**config.mk**
```make
export PLATFORM = sky130hd
export DESIGN_NAME = game_sequencer
export DESIGN_NICKNAME = d
export VERILOG_FILES = /design/src/rtl/game_sequencer.sv
export SDC_FILE = /design/constraint.sdc
export NUM_CORES = 1
export LEC_CHECK = 0
export CAP_MARGIN = 20
export CORE_AREA = 2 2 103 105
export DETAILED_ROUTE_END_ITERATION = 10
export DIE_AREA = 0 0 105 107
export HOLD_SLACK_MARGIN = 0.12
export PLACE_DENSITY = 0.77
export SYNTH_ARGS = -nofsm -noshare
export SYNTH_HDL_FRONTEND = slang
export SYNTH_SLANG_ARGS = --single-unit
```
**constraint.sdc**
```tcl
create_clock -name clk -period 9.2 [get_ports clk]
set_input_delay 1.84 -clock clk [delete_from_list [all_inputs] [get_ports clk]]
set_output_delay 1.84 -clock clk [all_outputs]
set_load 0.05 [all_outputs]
```
**src/rtl/game_sequencer.sv**
```systemverilog
`default_nettype none
// ============================================================================
// game_sequencer : frame strobe, speed/score, jump/duck and crash/restart
//                  control for the T-rex runner
// Revision 1.0
// ============================================================================
module game_sequencer #(
  parameter int CLK_PER_FRAME        = 1666667,
  parameter int SPEED_MIN            = 6,
  parameter int SPEED_MAX            = 13,
  parameter int SPEED_STEP_FRAMES    = 600,
  parameter int SCORE_DIV            = 40,
  parameter int RESTART_DELAY_FRAMES = 45
) (
  input  logic        clk,
  input  logic        rst,
  input  logic        btn_jump,
  input  logic        btn_duck,
  input  logic        collide,
  output logic        update,
  output logic [5:0]  timer,
  output logic [4:0]  speed,
  output logic        jump,
  output logic        duck,
  output logic        crash,
  output logic        restart,
  output logic [15:0] score,
  output logic [15:0] hi_score,
  output logic [1:0]  phase
);

  localparam int FCW = (CLK_PER_FRAME > 1) ? $clog2(CLK_PER_FRAME) : 1;
  localparam int SCW = (SPEED_STEP_FRAMES > 1) ? $clog2(SPEED_STEP_FRAMES) : 1;
  localparam int DCW = (RESTART_DELAY_FRAMES > 0) ? $clog2(RESTART_DELAY_FRAMES + 1) : 1;

  localparam logic [FCW-1:0] FRAME_LAST = FCW'(CLK_PER_FRAME - 1);
  localparam logic [SCW-1:0] STEP_LAST  = SCW'(SPEED_STEP_FRAMES - 1);
  localparam logic [DCW-1:0] DELAY_MAX  = DCW'(RESTART_DELAY_FRAMES);
  localparam logic [4:0]     SPD_MIN    = 5'(SPEED_MIN);
  localparam logic [4:0]     SPD_MAX    = 5'(SPEED_MAX);
  localparam logic [8:0]     DIV9       = 9'(SCORE_DIV);

  typedef enum logic [1:0] {
    ST_IDLE    = 2'd0,
    ST_PLAYING = 2'd1,
    ST_CRASHED = 2'd2
  } state_t;

  state_t         state;
  logic [FCW-1:0] frame_cnt;
  logic [SCW-1:0] step_cnt;
  logic [DCW-1:0] delay_cnt;
  logic [7:0]     frac;
  logic           armed;

  logic [SCW-1:0] step_next;
  logic [4:0]     speed_next;
  logic [8:0]     frac_sum;
  logic [7:0]     frac_wrap;
  logic           score_carry;
  logic [5:0]     timer_next;
  logic           delay_done;

  assign update = (frame_cnt == FRAME_LAST);
  assign phase  = state;

  assign step_next  = (step_cnt == STEP_LAST) ? '0 : step_cnt + 1'b1;
  assign speed_next = (step_cnt == STEP_LAST && speed != SPD_MAX) ? speed + 5'd1 : speed;
  // Distance accrues at the speed in force after this frame's step.
  assign frac_sum    = {1'b0, frac} + {4'b0, speed_next};
  assign score_carry = (frac_sum >= DIV9);
  assign frac_wrap   = 8'(frac_sum - DIV9);
  assign timer_next  = (timer == 6'd59) ? 6'd0 : timer + 6'd1;
  assign delay_done  = (delay_cnt == DELAY_MAX);

  always_ff @(posedge clk or posedge rst) begin
    if (rst) begin
      frame_cnt <= '0;
    end else if (frame_cnt == FRAME_LAST) begin
      frame_cnt <= '0;
    end else begin
      frame_cnt <= frame_cnt + 1'b1;
    end
  end

  always_ff @(posedge clk or posedge rst) begin
    if (rst) begin
      state     <= ST_IDLE;
      timer     <= '0;
      speed     <= SPD_MIN;
      jump      <= 1'b0;
      duck      <= 1'b0;
      crash     <= 1'b0;
      restart   <= 1'b0;
      score     <= '0;
      hi_score  <= '0;
      step_cnt  <= '0;
      delay_cnt <= '0;
      frac      <= '0;
      armed     <= 1'b0;
    end else begin
      jump    <= btn_jump & (state != ST_CRASHED);
      duck    <= btn_duck & ~btn_jump & (state != ST_CRASHED);
      restart <= 1'b0;
      if (update) begin
        case (state)
          ST_IDLE: begin
            timer <= timer_next;
            if (btn_jump) state <= ST_PLAYING;
          end
          ST_PLAYING: begin
            timer <= timer_next;
            if (collide) begin
              state <= ST_CRASHED;
              crash <= 1'b1;
              if (score > hi_score) hi_score <= score;
            end else begin
              step_cnt <= step_next;
              speed    <= speed_next;
              if (score_carry) begin
                frac <= frac_wrap;
                if (score != 16'hFFFF) score <= score + 16'd1;
              end else begin
                frac <= frac_sum[7:0];
              end
            end
          end
          ST_CRASHED: begin
            // A held jump from the crash must be released before it can restart.
            if (delay_done && armed && btn_jump) begin
              restart   <= 1'b1;
              state     <= ST_IDLE;
              crash     <= 1'b0;
              timer     <= '0;
              score     <= '0;
              frac      <= '0;
              step_cnt  <= '0;
              delay_cnt <= '0;
              armed     <= 1'b0;
              speed     <= SPD_MIN;
            end else begin
              if (!delay_done) delay_cnt <= delay_cnt + 1'b1;
              if (!btn_jump) armed <= 1'b1;
            end
          end
          default: state <= ST_IDLE;
        endcase
      end
    end
  end

endmodule
`default_nettype wire
```
==> run metrics, run 1 <==
antenna cells 0; vias per cell 5.90; die height roughly 110 um; total of max-cap violations 0; initial antenna violation count 0; # clock sinks 95; post-route cell area 6450 sq um; # rows 37; f_max between 0.2 and 0.25 GHz; critical path capture point type flop; number of synthesized register bits 95; clock share of power 0.396; critical path peak fanout 8; Logic pwr share 0.020; HP Class reg2reg; Mapped Avg Cell Area 9.25 sq um; Die Span X 105 um; fin util 0.639; Boundary Pins 55; final WL 12.8 mm; final worst-path cycle share 0.469; leakage power total ~2.9 nW; vias in the first global route approximately 4500; fill cell count 881; pwr dens 111 nW/um^2; post-DR wirelength/cell between 15 and 20 um; Syn Nets 639; # setup viols final 0; Psw ~0.00017 W; Via Count 4694; measured slew at the worst slew-check pin 0.927 ns; effective utilization at floorplan 0.552; Final Skew 0.00885 ns; run status finished, final reports clean; layout cell share with drive strength beyond 1 0.0788; Worst slew margin 0.377; Post-CTS Resized 0; TritonCTS clock tree done; total global-route track usage 0.236; placed wire-length estimate 9.29 mm; GPL Wtd Cong 0.875; setup bufs post-CTS 0; clk root buf clkbuf_8; Slew Limit Fails 0; register area share after synthesis 0.428; placed inst area roughly 6200 sq um; Seq pwr share 0.584; Post-CTS Hold Fix Bufs 0; mapped cell area 5570 sq um; non-filler cells, final 796; Antenna Nets Post-Route 0; area of the multi-input gates 2950 sq um; placed cells 779; maximum resistive drop on vdd roughly 70 uV; Initial DRC Count 300; Yosys cell types 60; Nets 692; Setup TNS Final 0 ns; largest net degree at the start of global routing 55; Syn Inst Count 602; clk slew on worst S/H paths 0.10 ns; Crit path arrival time 4.55 ns; Crit Path Category reg2reg; switching part of the total 0.236; Synth warnings 0; Area growth syn-to-layout 15.9%; RSZ-0062 raised after global routing no; Clock H-tree levels 3; total CTS buffers 9; DRC 0; IO Port Bufs 54; worst skew pair latency 0.37 ns; register area ~2400 sq um; first-pass GRT wire length around 22 mm; DIE AREA 11200 sq um; total global routing overflow 0; CP startpoint kind flop; TritonRoute pass-1 iters 5; final hold violations 0; power after layout 0.000716 W; Primary FF master, synth dfrtp_1; data required time of the worst path about 9.4 ns; total core area slightly above 10000 sq um; clk buf depth 2; r2r setup slk 4.89 ns; fin crit period 4.31 ns; Cell Int Power 0.000547 W; Post-synth ARST share 1.00; Post-synth EDFFs 0
[cell usage after synthesis, types with 3 or more instances]
cell	n	area (sq um)
o211ai_1	3	22.5
a31oi_1	10	62.6
mux2_2	12	135
nand4_1	16	100
a211oi_1	3	22.5
nand2b_1	13	81.3
and3_1	18	113
a22o_1	3	26.3
nor3b_1	4	30.0
o31ai_1	11	82.6
buf_2	3	15.0
or3_1	4	25.0
nor3_1	10	50.1
xnor2_1	17	149
xor2_1	16	140
a21o_1	5	37.5
nor4_1	9	56.3
ha_1	31	388
nor2_1	53	199
or2_2	4	25.0
inv_1	44	165
a21oi_1	17	85.1
nand2_1	50	188
o21ai_1	3	15.0
a311oi_1	3	26.3
nand3_1	34	170
nand3b_1	3	22.5
mux2i_1	9	90.1
clkbuf_1	13	48.8
o21ai_0	38	190
nor2b_1	8	50.1
dfrtp_1	93	2330
and2_1	3	18.8
[per-stage QoR]
| step | setup WS, ns | hold WS (ns) |
|---|---|---|
| floorplan | 4.89 | 0.439 |
| global placement | 4.82 | 0.470 |
| detailed placement | 4.61 | 0.486 |
| CTS | 4.59 | 0.508 |
| global route | 4.58 | 0.533 |
| finish | 4.89 | 0.502 |
[flip-flops by register name, summed over array words and instances, names as in the netlist, 2 cells and up]
register and count:
phase 2, frac 8, score 16, frame_cnt 21
delay_cnt 6, hi_score 16, speed 5, step_cnt 10
timer 6
[layout by cell type (no fill, tap or decap), types with 4 or more instances in the layout]
master / n
buf_4: 7
or3_1: 4
clkbuf_8: 9
inv_1: 43
a21o_1: 5
nor4_1: 9
nand3_1: 34
xor2_1: 16
nand4_1: 16
nor2b_1: 8
dfrtp_1: 93
xnor2_1: 17
o21ai_0: 38
nor3_1: 10
and3_1: 18
mux2_2: 12
ha_1: 31
o31ai_1: 11
a21oi_1: 17
nor3b_1: 4
or2_2: 4
a31oi_1: 10
mux2i_1: 9
nor2_1: 53
clkdlybuf4s50_1: 54
nand2b_1: 13
nand2_1: 50
[power by group through the flow]
stage	sequential [W]	clock, W	combinational [W]
detailed placement	0.000426	0	0.0000154
global route	0.000418	0.000306	0.0000167
finish	0.000418	0.000283	0.0000147
global placement	0.000426	0	0.0000152
CTS	0.000418	0.000287	0.0000154
floorplan	0.000428	0	0.00000718
[layer usage]
layer,global-route usage,part of all wire
met5,0,0
met2,0.397,0.49
met4,0.0857,0.017
met1,0.315,0.45
met3,0.0310,0.049
[cell families (layout without fill, tap and decap cells)]
family / after synthesis / in the layout / share of synthesized area
and+or+nand+nor: 240 / 240 / 0.221
AOI/OAI and AO/OA: 117 / 117 / 0.139
DFF: 95 / 95 / 0.428
buffers and inverters: 63 / 121 / 0.0438
xor gates and xnor gates: 34 / 34 / 0.0548
adders and majority gates: 32 / 32 / 0.0733
muxes: 21 / 21 / 0.0405
[worst max-delay path, cell delays in order, from the launching register on]
cell and delay (ns):
dfrtp_1 0.44, nor4bb_1 0.30, nand4_1 0.20, a41o_1 0.34, a21oi_1 0.32, inv_1 0.08, ha_1 0.27, a21oi_1 0.33
o21ai_2 0.12, xnor2_1 0.38, ha_1 0.36, o31a_1 0.27, o221ai_1 0.32, o311ai_0 0.45
[worst paths after layout]
path,to,depth (start not counted),start
worst min-delay path,frac[2],2,frac[2]
max in group asynchronous,frame_cnt[10],3,rst
worst min register to register,frac[2],2,frac[2]
min in group asynchronous,step_cnt[4],2,rst
worst max-delay path,score[0],13,step_cnt[7]
worst max register to register,score[0],13,step_cnt[7]
[final cells by class]
class | count | area share
multi-input cells | 444 | 0.457
flip-flops and latches | 95 | 0.369
repair buffers | 61 | 0.0919
well taps | 136 | 0.0264
inverters | 44 | 0.0258
clock buffers | 9 | 0.0192
clock inverters | 7 | 0.0112
Power figures use the tool's default switching activity.
==> run 2: changes to the inputs <==
- CORE_AREA: 2 2 103 105 -> 2 2 107 109
- DIE_AREA: 0 0 105 107 -> 0 0 109 111
- PLACE_DENSITY: 0.77 -> 0.75
- clock period: 9.2 -> 3.6 ns (I/O delays scaled with it)
==> run metrics, run 2 (synthesis gave the netlist of run 1 again) <==
post-DR wirelength/cell 17.3 um (+7.8%); total global routing overflow 0 (unchanged); Area growth syn-to-layout 35.9%; f_max 0.273 GHz (+18%); Psw 0.000453 W (+170%); initial antenna violation count 0 (unchanged); total CTS buffers 9 (unchanged); metal3 WL 591 um (-5.7%); clock share of power 0.455 (+0.059); Worst slew margin 0.327 (-0.0497); Boundary Pins 55 (unchanged); largest net degree at the start of global routing 52 (-5.5%); DRC 0 (unchanged); first-pass GRT wire length 24.6 mm (+14%); Crit path arrival time 3.94 ns (-0.61 ns); # clock sinks 95 (unchanged); switching part of the total 0.222 (-0.0134); Setup TNS Final -0.111 ns (-0.111 ns); GPL Wtd Cong 0.887 (+1.4%); run status complete, but fails checks; Via Count 5148 (+9.7%); layout cell share with drive strength beyond 1 0.255 (+0.176); top flop regs frame_cnt x21, hi_score x16, score x16; delay-heaviest family, CP simple AND/OR/NAND/NOR gates; Die Span X 109 um (+3.8%); WL met1 6.25 mm (+10%); total of max-cap violations 0 (unchanged); Cell Int Power 0.00158 W (+190%); Place WS -0.240 ns (-4.85 ns); Initial DRC Count 328 (+9.3%); DIE AREA 12100 sq um (+7.7%); Clock H-tree levels 3 (unchanged); clk root buf clkbuf_16; final worst-path cycle share 1.02 (+0.549); max FFs per register 21 (unchanged); clk slew on worst S/H paths 0.07 ns (-0.03 ns); worst skew pair latency 0.35 ns (-0.02 ns); critical path peak fanout 4 (-4); final hold violations 0 (unchanged); Top reg by flops frame_cnt; final WL 15.1 mm (+19%); vias in the first global route 5220 (+15%); crit path max-delay cell type or4b_4; effective utilization at floorplan 0.503 (-0.0490); RSZ-0062 raised after global routing yes; fin util 0.683 (+0.0434); Logic pwr share 0.020 (about the same); Final Skew 0.00744 ns (-0.00141 ns); Setup WS post-layout -0.0656 ns (-4.95 ns); pwr dens 269 nW/um^2 (+140%); TritonRoute pass-1 iters 6 (+1); clk buf depth 2 (unchanged); fin crit period 3.67 ns (-0.647 ns); data required time of the worst path 3.87 ns (-5.57 ns); Crit Path Category reg2reg; vias per cell 5.87 (-0.46%); CP Cell Sequence nor4bb_2 > nand4_1 > a41o_2 > xnor2_2 > ha_2 > inv_2 > fa_2 > nand2b_4 > a21oi_4 > xnor2_2 > inv_2 > ha_4 > o31a_1 > o221a_4 > or4b_4 > a21oi_2; violated checks setup timing; slowest stage delay, CP 0.48 ns (+0.03 ns); final hold slack 0.500 ns (-0.00138 ns); placed wire-length estimate 9.99 mm (+7.5%); commonest non-fill, non-tap cells in the layout dfrtp_1, buf_4, clkdlybuf4s50_1, nor2_1, nand2_1; Post-CTS Hold Fix Bufs 0 (unchanged); Slew Limit Fails 0 (unchanged); Nets 766 (+11%); die height 111 um (+3.7%); # rows 39 (+5.4%); # setup viols final 3 (+3); IO Port Bufs 54 (unchanged); critical path capture point type flop; TritonCTS clock tree done; total core area 11100 sq um (+9.8%); HP Class reg2reg; measured slew at the worst slew-check pin 1.01 ns (+0.0817 ns); leakage power total 3.34 nW (+16%); highest metal used met4; Seq pwr share 0.525 (-0.059); commonest non-fill, non-tap cell in the layout dfrtp_1; maximum resistive drop on vdd 193 uV (+180%); Buffers & Inverters on Critical Path 2 (+1); met2 WL 7.80 mm (+25%); CP startpoint kind flop; total global-route track usage 0.254 (+0.0182); antenna cells 0 (unchanged); Antenna Nets Post-Route 0 (unchanged)
run 2: power by group through the flow:
| stage | registers (W) | logic (W) | clock network [W] |
|---|---|---|---|
| floorplan | 0.00109 | 0.0000183 | 0 |
| global placement | 0.00109 | 0.0000427 | 0 |
| detailed placement | 0.00109 | 0.0000435 | 0 |
| CTS | 0.00107 | 0.0000434 | 0.000938 |
| global route | 0.00107 | 0.0000466 | 0.000994 |
| finish | 0.00107 | 0.0000414 | 0.000927 |
run 2: repair_timing:
item	4_1_cts	5_1_grt
endpoints found under the setup margin	21	30
gates resized for setup	20	63
setup buffers	28	11
pin swaps	18	30
run 2: layer usage:
| metal | global-route usage | up-vias |
|---|---|---|
| met3 | 0.0470 | 40 |
| met4 | 0.105 | 0 |
| met5 | 0 | - |
| met1 | 0.319 | 2564 |
| li1 | - | 2402 |
| met2 | 0.427 | 142 |
run 2: area by class of cell:
type,count,area [sq um]
Fill cell,817,3510
Multi-Input combinational cell,444,3360
Sequential cell,95,2380
Timing Repair Buffer,135,1190
Clock buffer,11,253
Tap cell,143,179
Inverter,44,166
Clock inverter,5,32.5
run 2: final timing paths:
kind | start | endpoint | slack (ns) | cells past startpoint
hold / removal | frame_cnt[0] | frame_cnt[0] | 0.50 | 1
setup / recovery | step_cnt[7] | score[3] | -0.07 | 16
setup reg to reg | step_cnt[7] | score[3] | -0.07 | 16
max in group asynchronous | rst | timer[3] | 2.31 | 3
min in group asynchronous | rst | frame_cnt[5] | 0.60 | 2
hold reg to reg | frame_cnt[0] | frame_cnt[0] | 0.50 | 1
run 2: stage by stage:
stage,cell area (sq um),power (W),cells
2_1_floorplan,5630,0.00111,602
3_3_place_gp,6630,0.00113,825
4_1_cts,7210,0.00205,869
3_5_place_dp,6630,0.00113,825
6_report,7560,0.00204,877
5_1_grt,7560,0.00211,877
